<file path="src/rtl/fetch_decode_pipe_pkg.sv">
`default_nettype none
// +----------------------------------------------------------------------------+
// | fetch_decode_pipe_pkg                                                      |
// | Opcodes, instruction field positions and stage encoding for the front end. |
// | Rev 1.0                                                                    |
// +----------------------------------------------------------------------------+
package fetch_decode_pipe_pkg;

    localparam logic [5:0] OP_NOP   = 6'd0;
    localparam logic [5:0] OP_ADD   = 6'd1;
    localparam logic [5:0] OP_SUB   = 6'd2;
    localparam logic [5:0] OP_STORE = 6'd3;
    localparam logic [5:0] OP_JMP   = 6'd4;

    localparam int OP_MSB  = 31;
    localparam int OP_LSB  = 26;
    localparam int RD_MSB  = 25;
    localparam int RD_LSB  = 21;
    localparam int RS1_MSB = 20;
    localparam int RS1_LSB = 16;
    localparam int RS2_MSB = 15;
    localparam int RS2_LSB = 11;
    localparam int IMM_MSB = 15;
    localparam int IMM_LSB = 0;

    typedef struct packed {
        logic        valid;
        logic [31:0] instr;
    } stage_t;

    localparam stage_t BUBBLE = '{valid: 1'b0, instr: 32'h0000_0000};

    // Instructions whose rs1/rs2 fields are true register reads.
    function automatic logic reads_regs(input logic [5:0] op);
        return (op == OP_ADD) || (op == OP_SUB) || (op == OP_STORE);
    endfunction

    function automatic logic writes_reg(input logic [5:0] op);
        return (op == OP_ADD) || (op == OP_SUB);
    endfunction

endpackage

`default_nettype wire

</file>
<file path="src/rtl/fetch_decode_pipe_hazard_detect.sv">
`default_nettype none
// +----------------------------------------------------------------------------+
// | fetch_decode_pipe_hazard_detect                                            |
// | Combinational RAW comparator between the D-stage sources and E-stage rd.   |
// | Rev 1.0                                                                    |
// +----------------------------------------------------------------------------+
module fetch_decode_pipe_hazard_detect
    import fetch_decode_pipe_pkg::*;
(
    input  logic       valid_d,
    input  logic [5:0] op_d,
    input  logic [4:0] rs1_d,
    input  logic [4:0] rs2_d,
    input  logic       valid_e,
    input  logic [5:0] op_e,
    input  logic [4:0] rd_e,
    output logic       stall
);

    logic src_match;

    // r0 is hard-wired zero, so a write to it never creates a dependency.
    assign src_match = (rd_e != 5'd0) && ((rd_e == rs1_d) || (rd_e == rs2_d));

    assign stall = valid_d && reads_regs(op_d) &&
                   valid_e && writes_reg(op_e) && src_match;

endmodule

`default_nettype wire

</file>
<file path="src/rtl/fetch_decode_pipe.sv">
`default_nettype none
// +----------------------------------------------------------------------------+
// | fetch_decode_pipe                                                          |
// | PC, instruction fetch and D/E pipeline registers with bubbles and jumps.   |
// | Optional RAW interlock built when PIPE_HAZARD_EN is defined.               |
// | Rev 1.0                                                                    |
// +----------------------------------------------------------------------------+
module fetch_decode_pipe
    import fetch_decode_pipe_pkg::*;
#(
    parameter int unsigned       ADDR_W   = 8,
    parameter logic [ADDR_W-1:0] RESET_PC = '0
) (
    input  logic              clk,
    input  logic              reset,
    output logic [ADDR_W-1:0] imem_addr,
    input  logic [31:0]       imem_data,
    input  logic              imem_valid,
    output logic [5:0]        op_d,
    output logic [5:0]        op_e,
    output logic [4:0]        rs1_d,
    output logic [4:0]        rs2_d,
    output logic [4:0]        rd_e,
    output logic [15:0]       imm_e,
    output logic              stall
);

    logic [ADDR_W-1:0] pc;
    stage_t            stage_d;
    stage_t            stage_e;
    logic              jump;
    logic              unused_e_rs1;

    assign jump = stage_d.valid && (stage_d.instr[OP_MSB:OP_LSB] == OP_JMP);

    always_ff @(posedge clk or negedge reset) begin
        if (!reset) begin
            pc      <= RESET_PC;
            stage_d <= BUBBLE;
            stage_e <= BUBBLE;
        end else if (stall) begin
            stage_e <= BUBBLE;
        end else begin
            stage_e <= stage_d;
            if (jump) begin
                // The word fetched alongside the JMP is on the wrong path.
                pc      <= stage_d.instr[IMM_LSB +: ADDR_W];
                stage_d <= BUBBLE;
            end else if (imem_valid) begin
                pc      <= pc + ADDR_W'(1);
                stage_d <= '{valid: 1'b1, instr: imem_data};
            end else begin
                stage_d <= BUBBLE;
            end
        end
    end

    assign imem_addr = pc;
    assign op_d  = stage_d.valid ? stage_d.instr[OP_MSB:OP_LSB]   : OP_NOP;
    assign rs1_d = stage_d.valid ? stage_d.instr[RS1_MSB:RS1_LSB] : 5'd0;
    assign rs2_d = stage_d.valid ? stage_d.instr[RS2_MSB:RS2_LSB] : 5'd0;
    assign op_e  = stage_e.valid ? stage_e.instr[OP_MSB:OP_LSB]   : OP_NOP;
    assign rd_e  = stage_e.valid ? stage_e.instr[RD_MSB:RD_LSB]   : 5'd0;
    assign imm_e = stage_e.valid ? stage_e.instr[IMM_MSB:IMM_LSB] : 16'd0;

    assign unused_e_rs1 = ^stage_e.instr[RS1_MSB:RS1_LSB];

`ifdef PIPE_HAZARD_EN
    fetch_decode_pipe_hazard_detect u_hazard_detect (
        .valid_d (stage_d.valid),
        .op_d    (op_d),
        .rs1_d   (rs1_d),
        .rs2_d   (rs2_d),
        .valid_e (stage_e.valid),
        .op_e    (op_e),
        .rd_e    (rd_e),
        .stall   (stall)
    );
`else
    // Without the interlock, the compiler schedules NOPs around dependencies.
    assign stall = 1'b0;
`endif

endmodule

`default_nettype wire
</file>
<file path="config.mk">
export PLATFORM = sky130hd
export DESIGN_NAME = fetch_decode_pipe
export DESIGN_NICKNAME = d
export VERILOG_FILES = /design/src/rtl/fetch_decode_pipe_pkg.sv /design/src/rtl/fetch_decode_pipe_hazard_detect.sv /design/src/rtl/fetch_decode_pipe.sv
export SDC_FILE = /design/constraint.sdc
export NUM_CORES = 1
export LEC_CHECK = 0
export ABC_CLOCK_PERIOD_IN_PS = 1490
export BUFFER_PORTS_ARGS = -buffer_cell sky130_fd_sc_hd__buf_2
export CAP_MARGIN = 25
export CORE_MARGIN = 5
export CORE_UTILIZATION = 44
export DETAILED_ROUTE_END_ITERATION = 8
export PLACE_DENSITY = 0.78
export SLEW_MARGIN = 10
export SYNTH_ARGS = -nofsm -noshare
export SYNTH_HDL_FRONTEND = slang
export SYNTH_SLANG_ARGS = --single-unit
</file>
<file path="constraint.sdc">
create_clock -name clk -period 1.49 [get_ports clk]
set_input_delay 0.3725 -clock clk [delete_from_list [all_inputs] [get_ports clk]]
set_output_delay 0.3725 -clock clk [all_outputs]
set_load 0.01 [all_outputs]
</file>
==> flow_summary.toml, run 1 <==
[timing]
skew_ps = 8.74
drv_slew = 0
final-setup-viol-count = 45
period_share = 1.10
grt_setup_unrepaired = "true"
max_freq_mhz = 610
holdWs_ps = 55.0
setup_slack_ps = -148
finalCriticalPeriod_ps = 1640
hold_viol_final = 0

[critical_path]
worstPathRequired_ps = 1120
endpoint = "op_e[2]"
crit_path_start_kind = "flip-flop"
worstPathMaxFanout = 13
criticalPathCategory = "reg -> out"
endpoint_kind = "output port"
critical_path_arrival_ps = 1270
startpoint = "stage_e[32]"
regToRegSetupSlack_ps = -10
timing.rr.start = "stage_d[31]"
reg2reg_to = "imem_addr[3]"
rr_worst_depth = 3

[global_routing]
grt_max_degree = 70
antenna_found_initial = 0
track_usage = 0.170
grt_pass1_wl_um = 9290
grt_pass1_vias = 1922
gr-total-overflow = 0

[synthesis]
synthTopCellsByCount = "74 x and2_1, 69 x dfrtp_1, 7 x clkbuf_1"
synth.distinct_cells = 22
netlist_top_cells_area = "dfrtp_1 69%, and2_1 18%, mux2_4 1.8%"
syn_area_per_cell_um2 = 13.2
async_flop_share = 1.00
ys_seq_area_frac = 0.685
netlist.area_leader.share = 0.685
synth_nets = 227
synthFlopType = "dfrtp_1"
yosysWarnings = 0
netlist_instances = 191
synth_seq_cells = 69
synth_edf_count = 0
synth.most_common_cell = "and2_1"
syn_area_mm2 = 0.00252
synth_top_area_cell = "dfrtp_1"

[floorplanning]
start_util = 0.455
dieArea_mm2 = 0.00734
rows = 27
core_area_mm2 = 0.00554
ioPinCount = 87
fp.dieW_um = 85.7
die_y_um = 85.7

[layout]
fill_cells = 433
instances_no_fill = 374
final_layout_size_suffix_gt1_frac = 0.480
antenna_cells = 0
fin_nets = 333
areaGrowthSynthToFinish_pct = 41.9

[detailed_routing]
initialDrtViolationCount = 53
viasPerCell = 4.74
first_pass_iters = 4
drt-total-wl_um = 5800
wl_per_cell_um = 15.5
drc_errors = 0
antenna_left = 0
vias = 1773

[clock_tree]
clock_path_buffers = 2
cts_inserted_buffers = 9
cts-root-buf = "clkbuf_8"
clock-sinks = 69
clkTransAtPathRegs_ps = 70
cts_tree = "yes"
clock_latency_ps = 330
htreeDepth = 3

[placed_design]
dp_hpwl_um = 3660
routabilityCongestion = 0.764
numPortBuffers = 85
dp_cells = 348
dp_worst_setup_slack_ps = -56.0

[pwr]
leakage_nw = 1.83
powerDensity_mw_per_mm2 = 1360
ir_drop_uv = 784
total_power_mw = 4.85

[hold_path]
hold_path.class = "in -> async"

[status]
violations = "negative setup slack"
outcome = "complete, but fails checks"

[flow_run]
max-cap-violations = 0
-- critical path: stages, from the launching register on --
cell,delay [ps]
dfrtp_4,490
buf_8,150
and2_1,150
buf_2,140
-- per-layer routing --
layer	track usage	up-vias	wire, um
met4	0.0763	0	78
met1	0.183	879	2160
met5	0	-	0
met3	0.0624	7	466
li1	-	819	-
met2	0.297	68	3100
-- state kept, by name, indices dropped and copies added (netlist names) --
register / count
imem_addr: 8
stage_d: 33
stage_e: 28
-- worst min-delay path by stage --
| stage | cells after the start | slack, ps | start | to |
|---|---|---|---|---|
| floorplan | 0 | 80 | reset | imem_addr[0] |
| detailed placement | 0 | 340 | stage_d[23] | stage_e[23] |
| finish | 2 | 60 | reset | stage_d[19] |
| CTS | 2 | 70 | reset | stage_d[19] |
| global placement | 0 | 330 | stage_d[8] | stage_e[8] |
| global route | 2 | 60 | reset | stage_d[20] |
-- cells in the final DEF (no fill, tap or decap), drive strengths merged --
cell type and instances:
or2 1, mux2 3, nand2 3, dfrtp 69, conb 1, mux2i 1
nand4bb 1, ha 1, o21ai 3, buf 105, clkinvlp 1, a21oi 2
clkbuf 13, a31oi 3, nand4 4, and2 75, o21a 1, bufinv 2
nor3 5, xnor2 4, or3 4
-- timing repair --
item / CTS / global route
setup endpoints to repair: 49 / 57
cloned: 2 / 0
pin swaps: 3 / 1
gates resized for setup: 22 / 24
hold buffers: 0 / 0
buffers inserted: 6 / 2
-- kinds of logic after synthesis --
| logic type | after synthesis | share of synthesized area |
|---|---|---|
| buffers and inverters | 10 | 0.0223 |
| XOR/XNOR | 4 | 0.0139 |
| other | 1 | 0.00149 |
| adder cells (fa/ha/maj) | 1 | 0.00496 |
| multiplexers | 4 | 0.0218 |
| flip-flops | 69 | 0.685 |
| AND/OR/NAND/NOR | 93 | 0.230 |
| AO/OA/AOI/OAI | 9 | 0.0204 |
-- cell type report --
cell class	count	area [um^2]	share of cell area
sequential	69	1730	0.484
multi-input combinational	112	810	0.226
timing repair buffer	105	717	0.201
clock buffer	13	159	0.0445
tap	72	90.1	0.0252
clock inverter	3	67.6	0.0189
-- where the power goes --
part / switching (mW) / internal, mW
logic: 0.431 / 0.501
registers: 0.147 / 2.07
clock network: 0.656 / 1.04
-- through the flow --
step	area, um^2	TNS (ps)	utilization
after floorplan	2520	-374	-
after global placement	3080	-79.0	0.556
after detailed placement	3080	-481	0.556
after CTS	3440	-5090	0.622
after global routing	3570	-7010	0.645
final	3570	-4390	0.645
(Power assumes the default switching activity.)
==> inputs of run 2 (changes only) <==
- PLACE_DENSITY: 0.78 -> 0.76
==> run 2 against run 1 <==
  * The run still ends with negative setup slack left
  * Largest cell class unchanged
  * Cell count stayed put
  * Hold slack worse by 39 ps
  * Combinational power is 1% lower
  * Critical endpoint is now op_e[0]
  * Non-clock buffer count did not move
==> flow_summary.toml, run 2 (same netlist as run 1, synthesis figures left out) <==
[placed_design]
numPortBuffers = 85
dpl-instance-area_mm2 = 0.00309
routabilityCongestion = 0.840
dp_hpwl_um = 3680
dp_cells = 350

[detailed_routing]
first_pass_iters = 4
drc_errors = 0
vias = 1731
wl_per_cell_um = 14.7
initialDrtViolationCount = 15
antenna_left = 0
drt-total-wl_um = 5480
viasPerCell = 4.63

[global_routing]
track_usage = 0.159
grt_max_degree = 46
grt_pass1_wl_um = 8800
grt_pass1_vias = 1886
antenna_found_initial = 0
gr-total-overflow = 0

[critical_path]
rr_worst_depth = 3
regToRegSetupSlack_ps = 30
worstPathRequired_ps = 1120
criticalPathCategory = "reg -> out"
timing.rr.start = "stage_d[31]"
endpoint_kind = "output port"
crit_path_start_kind = "flip-flop"
reg2reg_to = "imem_addr[4]"
worstPathMaxFanout = 10
critical_path_arrival_ps = 1260

[timing]
max_freq_mhz = 614
drv_slew = 0
finalCriticalPeriod_ps = 1630
holdWs_ps = 16.0
skew_ps = 7.72
hold_viol_final = 0
setup_slack_ps = -139
grt_setup_unrepaired = "true"
final-setup-viol-count = 43
period_share = 1.09

[clock_tree]
cts_tree = "yes"
cts_inserted_buffers = 9
clock_latency_ps = 330
clock-sinks = 69
clock_path_buffers = 2
htreeDepth = 3
postCtsHoldBufs = 0
clkTransAtPathRegs_ps = 70
cts-root-buf = "clkbuf_8"

[pwr]
switching_share = 0.257
p_clk_frac = 0.335
switchingPower_mw = 1.21
ir_drop_uv = 804
leakage_nw = 1.82
p_int_mw = 3.51
p_seq_frac = 0.470
powerDensity_mw_per_mm2 = 1330
pwr-share-comb = 0.195

[layout]
multi_input_area_um2 = 798
final_layout_size_suffix_gt1_frac = 0.474
final_core_util = 0.640
top_register = "stage_d"
instances_no_fill = 374
largest_reg_flops = 33
fill_cells = 440
antenna_cells = 0
mostFrequentLayoutCells = "69 x buf_2, 67 x dfrtp_1, 60 x and2_1"
areaGrowthSynthToFinish_pct = 40.7
stdcell_area_mm2 = 0.00355
fin_nets = 333
final_common_cell = "buf_2"
ff_latch_area_mm2 = 0.00173

[floorplanning]
fp.dieW_um = 85.7
core_area_mm2 = 0.00554
dieArea_mm2 = 0.00734
die_y_um = 85.7
start_util = 0.455
rows = 27
ioPinCount = 87

[flow_run]
max-cap-violations = 0

[status]
outcome = "complete, but fails checks"
violations = "negative setup slack"

[hold_path]
hold_path.class = "in -> async"
[run 2: layout make-up]
class | instances | area share
clock buffer | 11 | 0.0371
clock inverter | 5 | 0.0212
sequential | 69 | 0.488
tap | 72 | 0.0254
timing repair buffer | 105 | 0.203
multi-input combinational | 112 | 0.225
[run 2: what timing repair did]
| action | CTS | global route |
|---|---|---|
| endpoints found under the setup margin | 48 | 82 |
| gates resized for setup | 31 | 13 |
| buffers inserted | 3 | 3 |
| cloned | 2 | 0 |
| pin swaps | 6 | 1 |
[run 2: worst max-delay path by stage]
| stage | to | depth (start not counted) | from |
|---|---|---|---|
| finish | op_e[0] | 3 | stage_e[32] |
| CTS | op_e[0] | 2 | stage_e[32] |
| global placement | imem_addr[3] | 3 | stage_d[31] |
| detailed placement | imem_addr[2] | 3 | stage_d[31] |
| global route | op_e[0] | 3 | stage_e[32] |
| floorplan | imem_addr[2] | 5 | stage_d[31] |
[run 2: stage by stage]
stage,setup WS [ps],power (mW),setup TNS (ps)
finish,-139,4.72,-4250
global route,-193,4.97,-6530
CTS,-159,4.73,-5240
detailed placement,-29.2,3.10,-209
global placement,7.90,3.06,0
floorplan,-124,2.69,-374
[run 2: critical path: stages, from the launching register on]
cell     delay [ps]
dfrtp_4         490
buf_6           150
and2_1          140
buf_2           140
[run 2: layer usage]
| metal | up-vias | GRT usage | share of wire |
|---|---|---|---|
| met5 | - | 0 | 0 |
| met1 | 838 | 0.160 | 0.38 |
| li1 | 821 | - | - |
| met2 | 64 | 0.274 | 0.50 |
| met4 | 0 | 0.0691 | 0.015 |
| met3 | 8 | 0.0836 | 0.096 |
[run 2: power groups by stage]
stage               registers [mW]  logic [mW]  clock network, mW
finish                        2.22       0.920               1.58
global placement              2.25       0.810                  0
floorplan                     2.30       0.393                  0
global route                  2.25        1.01               1.71
detailed placement            2.26       0.840                  0
CTS                           2.23       0.890               1.62
==> inputs of run 3 (changes only) <==
- CELL_PAD_IN_SITES_DETAIL_PLACEMENT: unset -> 0
- CELL_PAD_IN_SITES_GLOBAL_PLACEMENT: unset -> 1
- CORE_UTILIZATION: 44 -> 35
- PLACE_DENSITY: 0.76 -> 0.77
==> run 3 against run 2 <==
  * The flow still finishes with violations (negative setup slack)
  * Critical path type unchanged
  * Global-route usage down 3.2 points
  * Hold slack better by 42 ps
  * Sequential power about the same
  * Wire length down 2.1%
==> flow_summary.toml, run 3 (same netlist as run 1, synthesis figures left out) <==
[pwr]
ir_drop_uv = 453
leakage_nw = 1.80
powerDensity_mw_per_mm2 = 1240

[clock_tree]
cts_inserted_buffers = 9
postCtsHoldBufs = 0
cts-root-buf = "clkbuf_8"
clkTransAtPathRegs_ps = 70
htreeDepth = 3
cts_tree = "yes"
clock-sinks = 69
clock_latency_ps = 330
clock_path_buffers = 2

[hold_path]
hold_path.class = "in -> async"

[global_routing]
grt_max_degree = 70
grt_pass1_vias = 1833
antenna_found_initial = 0
gr-total-overflow = 0
track_usage = 0.127
grt_pass1_wl_um = 8500

[layout]
final_core_util = 0.494
ff_latch_area_mm2 = 0.00173
fin_nets = 330
stdcell_area_mm2 = 0.00352
multi_input_area_um2 = 791
largest_reg_flops = 33
mostFrequentLayoutCells = "68 x dfrtp_1, 64 x buf_2, 54 x and2_1"
fill_cells = 695
top_register = "stage_d"
final_common_cell = "dfrtp_1"
antenna_cells = 0
instances_no_fill = 395
final_layout_size_suffix_gt1_frac = 0.480
areaGrowthSynthToFinish_pct = 39.9

[timing]
setup_slack_ps = -68.8
max_freq_mhz = 642
finalCriticalPeriod_ps = 1560
hold_viol_final = 0
grt_setup_unrepaired = "true"
period_share = 1.05
final-setup-viol-count = 43
setup_tns_ps = -2030
drv_slew = 0
skew_ps = 7.91

[critical_path]
regToRegSetupSlack_ps = 20
crit_path_start_kind = "flip-flop"
slowest_stage = "dfrtp_2"
path_cells = "buf_12, and2_1, buf_2"
worstPathRequired_ps = 1120
crit_family = "flip-flops"
slowest_delay_ps = 430
criticalPathCategory = "reg -> out"
worstPathMaxFanout = 21
critPathBufInv = 2
critical_path_arrival_ps = 1190
endpoint_kind = "output port"

[placed_design]
dp_worst_setup_slack_ps = -44.4
dpl-instance-area_mm2 = 0.00314
dp_cells = 377
routabilityCongestion = 0.692
numPortBuffers = 85
dp_hpwl_um = 3670

[floorplanning]
rows = 31
core_area_mm2 = 0.00714
fp.dieW_um = 94.9
ioPinCount = 87
start_util = 0.353
die_y_um = 94.9
dieArea_mm2 = 0.00900

[detailed_routing]
wl_per_cell_um = 13.6
vias = 1708
initialDrtViolationCount = 27
viasPerCell = 4.32
first_pass_iters = 4
drt-total-wl_um = 5360
drc_errors = 0
antenna_left = 0

[flow_run]
max-cap-violations = 0

[status]
violations = "negative setup slack"
outcome = "complete, but fails checks"
run 3: cell types whose count changed in the layout (fill, tap and decap cells not counted), sizes merged:
cell / change
buf: -3
bufinv: -2
clkbuf: -1
run 3: report_power, final:
group | switching (mW) | total (mW) | internal (mW)
Sequential | 0.161 | 2.24 | 2.07
Clock | 0.625 | 1.24 | 0.612
Combinational | 0.404 | 0.897 | 0.494
Total | 1.19 | 4.37 | 3.18
run 3: per-stage QoR:
| stage | hold WS (ps) | total power, mW |
|---|---|---|
| 2_1_floorplan | 76.9 | 2.69 |
| 3_5_place_dp | 335 | 3.10 |
| 6_report | 57.7 | 4.37 |
| 3_3_place_gp | 332 | 3.07 |
| 5_1_grt | 81.0 | 4.63 |
| 4_1_cts | 60.3 | 4.38 |
run 3: final cells by class:
class,instances,share of cell area
Tap cell,99,0.0351
Clock inverter,3,0.00426
Multi-Input combinational cell,112,0.224
Timing Repair Buffer,102,0.207
Sequential cell,69,0.490
Clock buffer,10,0.0390
run 3: final timing paths:
check                                to     startpoint  cells after the start
min in group clk            stage_d[12]  imem_data[12]                      2
hold / removal              stage_e[24]          reset                      2
setup reg to reg           imem_addr[3]    stage_d[31]                      3
setup / recovery                op_e[3]    stage_e[32]                      3
max in group asynchronous   stage_e[32]          reset                      2
hold reg to reg             stage_e[24]    stage_d[24]                      0
run 3: worst reg2reg max path, stage by stage, from the launching register on:
cell and delay, ps:
dfrtp_1 370, or3_4 400, or2_4 280, mux2_4 300
run 3: what timing repair did:
item / CTS / global route
setup endpoints to repair: 46 / 46
cloned: 0 / 1
resized for setup: 11 / 37
pin swaps: 0 / 2
endpoints found under the hold margin: 0 / 0
setup buffers: 3 / 1
run 3: layer usage:
| metal | global-route usage | wire length (um) |
|---|---|---|
| met2 | 0.207 | 2750 |
| met1 | 0.144 | 2030 |
| met3 | 0.0558 | 518 |
| met4 | 0.0577 | 61 |
| met5 | 0 | 0 |
